### src/rtl/tlight_monitor.sv
// Traffic-light lamp sequence monitor: samples {r,a,g}, tracks the legal
// RED -> RED_AMBER -> GREEN -> AMBER cycle and latches the first error.
module tlight_monitor #(
  parameter int MIN_DWELL = 1,
  parameter int MAX_DWELL = 16,
  parameter int CNT_W     = 8
) (
  input  logic             clk,
  input  logic             rst,
  input  logic             r,
  input  logic             a,
  input  logic             g,
  input  logic             err_clr,
  output logic [2:0]       phase,
  output logic             locked,
  output logic             err,
  output logic [1:0]       err_code,
  output logic [CNT_W-1:0] dwell,
  output logic [CNT_W-1:0] seq_count
);

  typedef enum logic {
    UNLOCKED = 1'b0,
    LOCKED   = 1'b1
  } state_e;

  typedef enum logic [2:0] {
    PH_UNK = 3'd0,
    PH_RED = 3'd1,
    PH_RA  = 3'd2,
    PH_GRN = 3'd3,
    PH_AMB = 3'd4
  } phase_e;

  localparam logic [1:0] E_NONE  = 2'b00;
  localparam logic [1:0] E_SEQ   = 2'b01;
  localparam logic [1:0] E_SHORT = 2'b10;
  localparam logic [1:0] E_TMO   = 2'b11;

  localparam logic [CNT_W-1:0] DW_ONE = CNT_W'(1);
  localparam logic [CNT_W-1:0] DW_SAT = '1;
  localparam logic [CNT_W-1:0] DW_MIN = CNT_W'(MIN_DWELL);
  localparam logic [CNT_W-1:0] DW_TMO = CNT_W'(MAX_DWELL);

  logic [2:0]       samp_q, samp_d;
  state_e           state_q, state_d;
  phase_e           phase_q, phase_d;
  logic [CNT_W-1:0] dwell_q, dwell_d;
  logic [CNT_W-1:0] seq_q, seq_d;
  logic             err_q, err_d;
  logic [1:0]       code_q, code_d;

  phase_e     pat;
  phase_e     succ;
  logic [1:0] new_err;

  always_comb begin
    pat = PH_UNK;
    unique case (samp_q)
      3'b100:  pat = PH_RED;
      3'b110:  pat = PH_RA;
      3'b001:  pat = PH_GRN;
      3'b010:  pat = PH_AMB;
      default: pat = PH_UNK;
    endcase
  end

  always_comb begin
    succ = PH_UNK;
    unique case (phase_q)
      PH_RED:  succ = PH_RA;
      PH_RA:   succ = PH_GRN;
      PH_GRN:  succ = PH_AMB;
      PH_AMB:  succ = PH_RED;
      default: succ = PH_UNK;
    endcase
  end

  always_comb begin
    samp_d  = {r, a, g};
    state_d = state_q;
    phase_d = phase_q;
    dwell_d = dwell_q;
    seq_d   = seq_q;
    new_err = E_NONE;
    unique case (state_q)
      UNLOCKED: begin
        if (pat != PH_UNK) begin
          state_d = LOCKED;
          phase_d = pat;
          dwell_d = DW_ONE;
        end
      end
      LOCKED: begin
        if (pat == phase_q) begin
          if (dwell_q == DW_TMO) new_err = E_TMO;
          if (dwell_q != DW_SAT) dwell_d = dwell_q + DW_ONE;
        end else if (pat != PH_UNK && pat == succ) begin
          if (dwell_q < DW_MIN) new_err = E_SHORT;
          phase_d = pat;
          dwell_d = DW_ONE;
          if (pat == PH_RED) seq_d = seq_q + DW_ONE;
        end else begin
          new_err = E_SEQ;
          state_d = UNLOCKED;
          phase_d = PH_UNK;
          dwell_d = '0;
        end
      end
      default: state_d = UNLOCKED;
    endcase
  end

  // A new error beats err_clr; otherwise only the first code is kept.
  always_comb begin
    err_d  = err_q;
    code_d = code_q;
    if (new_err != E_NONE) begin
      err_d = 1'b1;
      if (!err_q || err_clr) code_d = new_err;
    end else if (err_clr) begin
      err_d  = 1'b0;
      code_d = E_NONE;
    end
  end

  always_ff @(posedge clk) begin
    if (rst) begin
      samp_q  <= 3'b000;
      state_q <= UNLOCKED;
      phase_q <= PH_UNK;
      dwell_q <= '0;
      seq_q   <= '0;
      err_q   <= 1'b0;
      code_q  <= E_NONE;
    end else begin
      samp_q  <= samp_d;
      state_q <= state_d;
      phase_q <= phase_d;
      dwell_q <= dwell_d;
      seq_q   <= seq_d;
      err_q   <= err_d;
      code_q  <= code_d;
    end
  end

  assign phase     = phase_q;
  assign locked    = state_q;
  assign err       = err_q;
  assign err_code  = code_q;
  assign dwell     = dwell_q;
  assign seq_count = seq_q;

endmodule

### config.mk
export PLATFORM = sky130hd
export DESIGN_NAME = tlight_monitor
export DESIGN_NICKNAME = d
export VERILOG_FILES = /design/src/rtl/tlight_monitor.sv
export SDC_FILE = /design/constraint.sdc
export NUM_CORES = 1
export LEC_CHECK = 0
export ABC_CLOCK_PERIOD_IN_PS = 2810
export CAP_MARGIN = 20
export CORE_UTILIZATION = 40
export DETAILED_ROUTE_END_ITERATION = 10
export HOLD_SLACK_MARGIN = 0.02
export PLACE_DENSITY = 0.67
export SYNTH_ARGS = -nofsm -noshare
export SYNTH_HDL_FRONTEND = slang
export SYNTH_SLANG_ARGS = --single-unit
### constraint.sdc
create_clock -name clk -period 2.81 [get_ports clk]
set_clock_uncertainty 0.2 [all_clocks]
set_input_delay 0.562 -clock clk [delete_from_list [all_inputs] [get_ports clk]]
set_output_delay 0.562 -clock clk [all_outputs]
set_load 0.01 [all_outputs]
==> impl_metrics.env, run 1 <==
export IMPL_viasPerCell=5.87
export IMPL_drt_iter0_drc=123
export IMPL_layout_common_cells="clkdlybuf4s50_1, dfxtp_1, nand4_1, nor2_1, nand2_1"
export IMPL_r2r_end="seq_count[6]"
export IMPL_clockBufferDepth=2
export IMPL_synth_flop_cell="dfxtp_1"
export IMPL_stdcell_count=262
export IMPL_ant_nets=0
export IMPL_finalWorstSetupSlack_ns=0.159
export IMPL_cp_arrival_ns=2.66
export IMPL_fin_crit_ns=2.65
export IMPL_diodes=0
export IMPL_setup_violations=0
export IMPL_setup_tns_ns=0
export IMPL_synthSimpleGateAreaFrac=0.316
export IMPL_gp_congestion=0.891
export IMPL_synth_area_leader_cell="dfxtp_1"
export IMPL_synthAdderAreaFrac=0.0236
export IMPL_synth_distinct_cells=54
export IMPL_powerDensity_nw_per_um2=432
export IMPL_yosys_area_top_type_share=0.328
export IMPL_rsz0062_at_grt="false"
export IMPL_drive_above_1_share=0.0888
export IMPL_reg2reg_slack_ns=0.16
export IMPL_cap_violations=0
export IMPL_min_period_over_period=0.943
export IMPL_crit_type="reg2reg"
export IMPL_critPathLaunchType="flop"
export IMPL_synth_area_leaders="dfxtp_1, nand4_1, o21ai_0, nand2_1, nor2_1"
export IMPL_grt_pass1_vias=1403
export IMPL_dr_total_vias=1539
export IMPL_vdd_drop_max_mv=0.190
export IMPL_root_buffer="clkbuf_8"
export IMPL_grt_max_degree=18
export IMPL_min_path_type="reg2reg"
export IMPL_slew_headroom=0.572
export IMPL_portBuffers=28
export IMPL_clk_latency_ns=0.28
export IMPL_placedCellCount=258
export IMPL_holdWs_ns=0.273
export IMPL_post_cts_buffers=0
export IMPL_avgSynthCellArea_sq_um=8.36
export IMPL_place_area_sq_um=1890
export IMPL_dp_hpwl_microns=2680
export IMPL_wl_microns=3750
export IMPL_start_util=0.424
export IMPL_gr_usage_all_layers=0.192
export IMPL_endpoint_kind="flop"
export IMPL_clock_sinks=26
export IMPL_dieWidth_microns=65.0
export IMPL_synth_edf_count=0
export IMPL_worst_hold_path_num_cells=2
export IMPL_ys_ff_latch=26
export IMPL_r2r_start="samp_q[2]"
export IMPL_whs_endpoint="err_code[0]"
export IMPL_cts_inserted_buffers=3
export IMPL_cp_max_fo=15
export IMPL_hold_viol=0
export IMPL_p_leak_nw=0.677
export IMPL_r2r_cells=6
export IMPL_synth_xor_xnor_area_share=0.0220
export IMPL_chipHeight_microns=65.0
export IMPL_path_clk_slew_ns=0.09
export IMPL_layout_commonest_cell="clkdlybuf4s50_1"
export IMPL_maxSlewViolCount=0
export IMPL_synth_compound_area_frac=0.217
export IMPL_place_ws_ns=0.185
export IMPL_overflow=0
export IMPL_yosys_warnings=0
export IMPL_worstMarginPinSlew_ns=0.641
export IMPL_design_area_sq_um=1940
export IMPL_core_rowCount=22
export IMPL_worstHoldStart="err_code[0]"
export IMPL_dr_pass1_iters=4
export IMPL_antenna_found_initial=0
export IMPL_cts_tree="yes"
export IMPL_fmax_ghz=0.377
export IMPL_drc=0
export IMPL_grt_pass1_wl_microns=6390
export IMPL_async_flop_share=0
export IMPL_ios=29
export IMPL_areaGrowthSynthToFinish_pct=22.4
export IMPL_core_area_sq_um=3740
export IMPL_syn_inst=190
export IMPL_synth_top_family_by_area="simple AND/OR/NAND/NOR gates"
export IMPL_wl_per_cell_microns=14.3
export IMPL_die_area_sq_um=4230
export IMPL_status="completed"
export IMPL_syn_cell_area_sq_um=1590
export IMPL_htreeDepth=1
export IMPL_nets=224
export IMPL_synth_net_count=199
export IMPL_yosys_mux_area_fraction=0.0252
export IMPL_ys_seq_area_frac=0.328
export IMPL_cp_required_ns=2.82
sequential cells by signal, indices dropped and copies added (netlist names):
name       flops
seq_count      8
err            1
dwell          8
phase          3
locked         1
samp_q         3
err_code       2
through the flow:
step           total power [mW]  utilization
6_report                  0.841        0.519
3_3_place_gp              0.591        0.504
4_1_cts                   0.842        0.519
2_1_floorplan             0.534            -
5_1_grt                   0.882        0.519
3_5_place_dp              0.595        0.504
cell families after synthesis:
family                   Yosys count
AND/OR/NAND/NOR                   84
XOR/XNOR                           4
AO/OA/AOI/OAI                     48
adder cells (fa/ha/maj)            3
buffers and inverters             21
flip-flops                        26
multiplexers                       4
cells in the mapped netlist, types with 2 or more instances:
library cell	number
dfxtp_1	26
nand4_1	13
nand2_1	12
nor2_1	12
o21ai_0	10
inv_1	8
a21oi_1	7
clkbuf_1	6
nand3_1	6
nor2b_1	5
o31ai_1	5
mux2i_1	4
nand2b_1	4
nor3_1	4
a31oi_1	3
a32o_1	3
and3_1	3
buf_2	3
buf_6	3
ha_1	3
nand3b_1	3
o2111ai_1	3
or3_1	3
or4_1	3
a211o_1	2
a211oi_1	2
a311oi_1	2
nor3b_1	2
or2b_1	2
or3_2	2
xnor2_1	2
xor2_1	2
worst max path at each step:
stage | start | to | slack (ns) | depth (start not counted)
CTS | samp_q[0] | seq_count[6] | 0.17 | 6
global route | samp_q[2] | seq_count[6] | 0.01 | 6
detailed placement | samp_q[0] | seq_count[6] | 0.19 | 6
finish | samp_q[2] | seq_count[6] | 0.16 | 6
global placement | samp_q[0] | seq_count[6] | 0.29 | 6
floorplan | phase[1] | seq_count[6] | 0.36 | 8
report_power, final:
part	switching, mW	leakage (nW)	internal [mW]
Sequential	0.0233	0.212	0.382
Clock	0.126	0.0288	0.126
Combinational	0.100	0.436	0.0832
final cells by class:
type | instances | area (sq um)
well taps | 48 | 60.1
flip-flops and latches | 26 | 522
inverters | 8 | 30.0
clock buffers | 4 | 55.1
multi-input cells | 143 | 960
repair buffers | 33 | 318
fillers | 382 | 1800
what timing repair did:
action	4_1_cts	5_1_grt
hold buffers	0	0
endpoints found under the setup margin	0	1
resized for setup	0	1
endpoints found under the hold margin	0	0
per-layer routing:
| layer | routed length [microns] | GRT usage | part of all wire |
|---|---|---|---|
| met1 | 1790 | 0.248 | 0.48 |
| met3 | 76 | 0.0211 | 0.020 |
| met2 | 1820 | 0.326 | 0.49 |
| met4 | 57 | 0.0679 | 0.015 |
| met5 | 0 | 0 | 0 |
critical path, stage by stage, from the launching register on:
cell     delay [ns]
dfxtp_1        0.59
and4b_1        0.26
nor3_2         0.19
nor3_1         0.10
or4_4          0.58
or4_1          0.50
a21oi_1        0.16
Power figures use the tool's default switching activity.
==> run 2, diff against run 1 <==
--- a/config.mk
+++ b/config.mk
@@ -6,11 +6,11 @@
 export NUM_CORES = 1
 export LEC_CHECK = 0
 export ABC_CLOCK_PERIOD_IN_PS = 2810
-export CAP_MARGIN = 20
 export CORE_UTILIZATION = 40
 export DETAILED_ROUTE_END_ITERATION = 10
+export DONT_BUFFER_PORTS = 1
 export HOLD_SLACK_MARGIN = 0.02
-export PLACE_DENSITY = 0.67
+export PLACE_DENSITY = 0.57
 export SYNTH_ARGS = -nofsm -noshare
 export SYNTH_HDL_FRONTEND = slang
 export SYNTH_SLANG_ARGS = --single-unit
==> impl_metrics.env, run 2 (synthesized netlist as in run 1, its figures left out) <==
export IMPL_clk_latency_ns=0.26
export IMPL_dp_hpwl_microns=2710
export IMPL_min_path_type="in2reg"
export IMPL_areaGrowthSynthToFinish_pct=6.54
export IMPL_dr_total_vias=1453
export IMPL_diodes=0
export IMPL_ios=29
export IMPL_endpoint_kind="flop"
export IMPL_maxSlewViolCount=0
export IMPL_path_clk_slew_ns=0.09
export IMPL_p_leak_nw=0.598
export IMPL_nets=200
export IMPL_start_util=0.424
export IMPL_crit_type="reg2reg"
export IMPL_fin_crit_ns=2.63
export IMPL_cp_max_fo=12
export IMPL_wl_per_cell_microns=15.7
export IMPL_p_total_uw=800
export IMPL_gp_congestion=0.761
export IMPL_clockBufferDepth=2
export IMPL_htreeDepth=1
export IMPL_drt_iter0_drc=131
export IMPL_core_area_sq_um=3740
export IMPL_cap_violations=0
export IMPL_cts_inserted_buffers=3
export IMPL_grt_pass1_wl_microns=6330
export IMPL_critPathLaunchType="flop"
export IMPL_drive_above_1_share=0.116
export IMPL_viasPerCell=6.11
export IMPL_cts_resized=0
export IMPL_r2r_cells=6
export IMPL_hold_viol=0
export IMPL_status="completed"
export IMPL_dr_pass1_iters=4
export IMPL_cp_arrival_ns=2.63
export IMPL_worstMarginPinSlew_ns=0.558
export IMPL_setup_tns_ns=0
export IMPL_worst_hold_path_num_cells=1
export IMPL_slew_headroom=0.627
export IMPL_grt_max_degree=21
export IMPL_root_buffer="clkbuf_8"
export IMPL_chipHeight_microns=65.0
export IMPL_hold_buffers=0
export IMPL_clock_sinks=26
export IMPL_fmax_ghz=0.380
export IMPL_post_cts_buffers=0
export IMPL_wl_microns=3730
export IMPL_layout_commonest_cell="dfxtp_1"
export IMPL_overflow=0
export IMPL_core_rowCount=22
export IMPL_drc=0
export IMPL_gr_usage_all_layers=0.187
export IMPL_setup_violations=0
export IMPL_cts_tree="yes"
export IMPL_cp_required_ns=2.81
export IMPL_layout_common_cells="dfxtp_1, nand4_1, nor2_1, nand2_1, o21ai_0"
export IMPL_rsz0062_at_grt="false"
export IMPL_die_area_sq_um=4230
export IMPL_ant_nets=0
export IMPL_vdd_drop_max_mv=0.201
export IMPL_dieWidth_microns=65.0
export IMPL_portBuffers=0
export IMPL_antenna_found_initial=0
export IMPL_powerDensity_nw_per_um2=473
export IMPL_grt_pass1_vias=1394
export IMPL_min_period_over_period=0.938
[run 2: changes by cell type in the layout (fill, tap and decap cells not counted), sizes merged]
cell / before / now
clkdlybuf4s50: 28 / 0
buf: 5 / 9
[run 2: path summary, 6_finish.rpt]
path / startpoint / end / slack (ns)
worst max-delay path: phase[1] / seq_count[4] / 0.18
worst min-delay path: rst / samp_q[0] / 0.16
worst max register to register: phase[1] / seq_count[4] / 0.18
worst min register to register: err_code[0] / err_code[0] / 0.32
[run 2: metrics by stage]
stage                     setup slack [ns]  instance area, sq um   util  hold slack (ns)  cells
after detailed placement             0.195                  1640  0.438            0.317    234
after floorplan                      0.361                  1590      -            0.280    190
after CTS                            0.165                  1690  0.452            0.143    238
after global placement               0.259                  1640  0.438            0.305    234
after global routing                0.0104                  1690  0.452            0.136    238
final                                0.175                  1690  0.452            0.155    238
[run 2: cell type report]
cell class,instances,area [sq um]
Tap cell,48,60.1
Fill cell,397,2050
Sequential cell,26,520
Timing Repair Buffer,9,67.6
Multi-Input combinational cell,143,960
Inverter,8,30.0
Clock buffer,4,55.1
[run 2: worst max-delay path, cell delays in order (launching register included)]
cell	delay (ns)
dfxtp_1	0.61
and4bb_1	0.25
nor3_2	0.19
nor3_1	0.09
or4_4	0.58
or4_1	0.49
a21oi_1	0.16
[run 2: where the power goes]
group	internal, mW	switching [mW]	total, mW
combinational	0.0643	0.0971	0.161
sequential	0.382	0.0222	0.404
clock	0.125	0.109	0.234
[run 2: per-layer routing]
layer / vias to the layer above / track usage / part of all wire
li1: 722 / - / -
met3: 2 / 0.0370 / 0.040
met4: 0 / 0.0679 / 0.0062
met1: 703 / 0.250 / 0.49
met5: - / 0 / 0
met2: 26 / 0.297 / 0.47
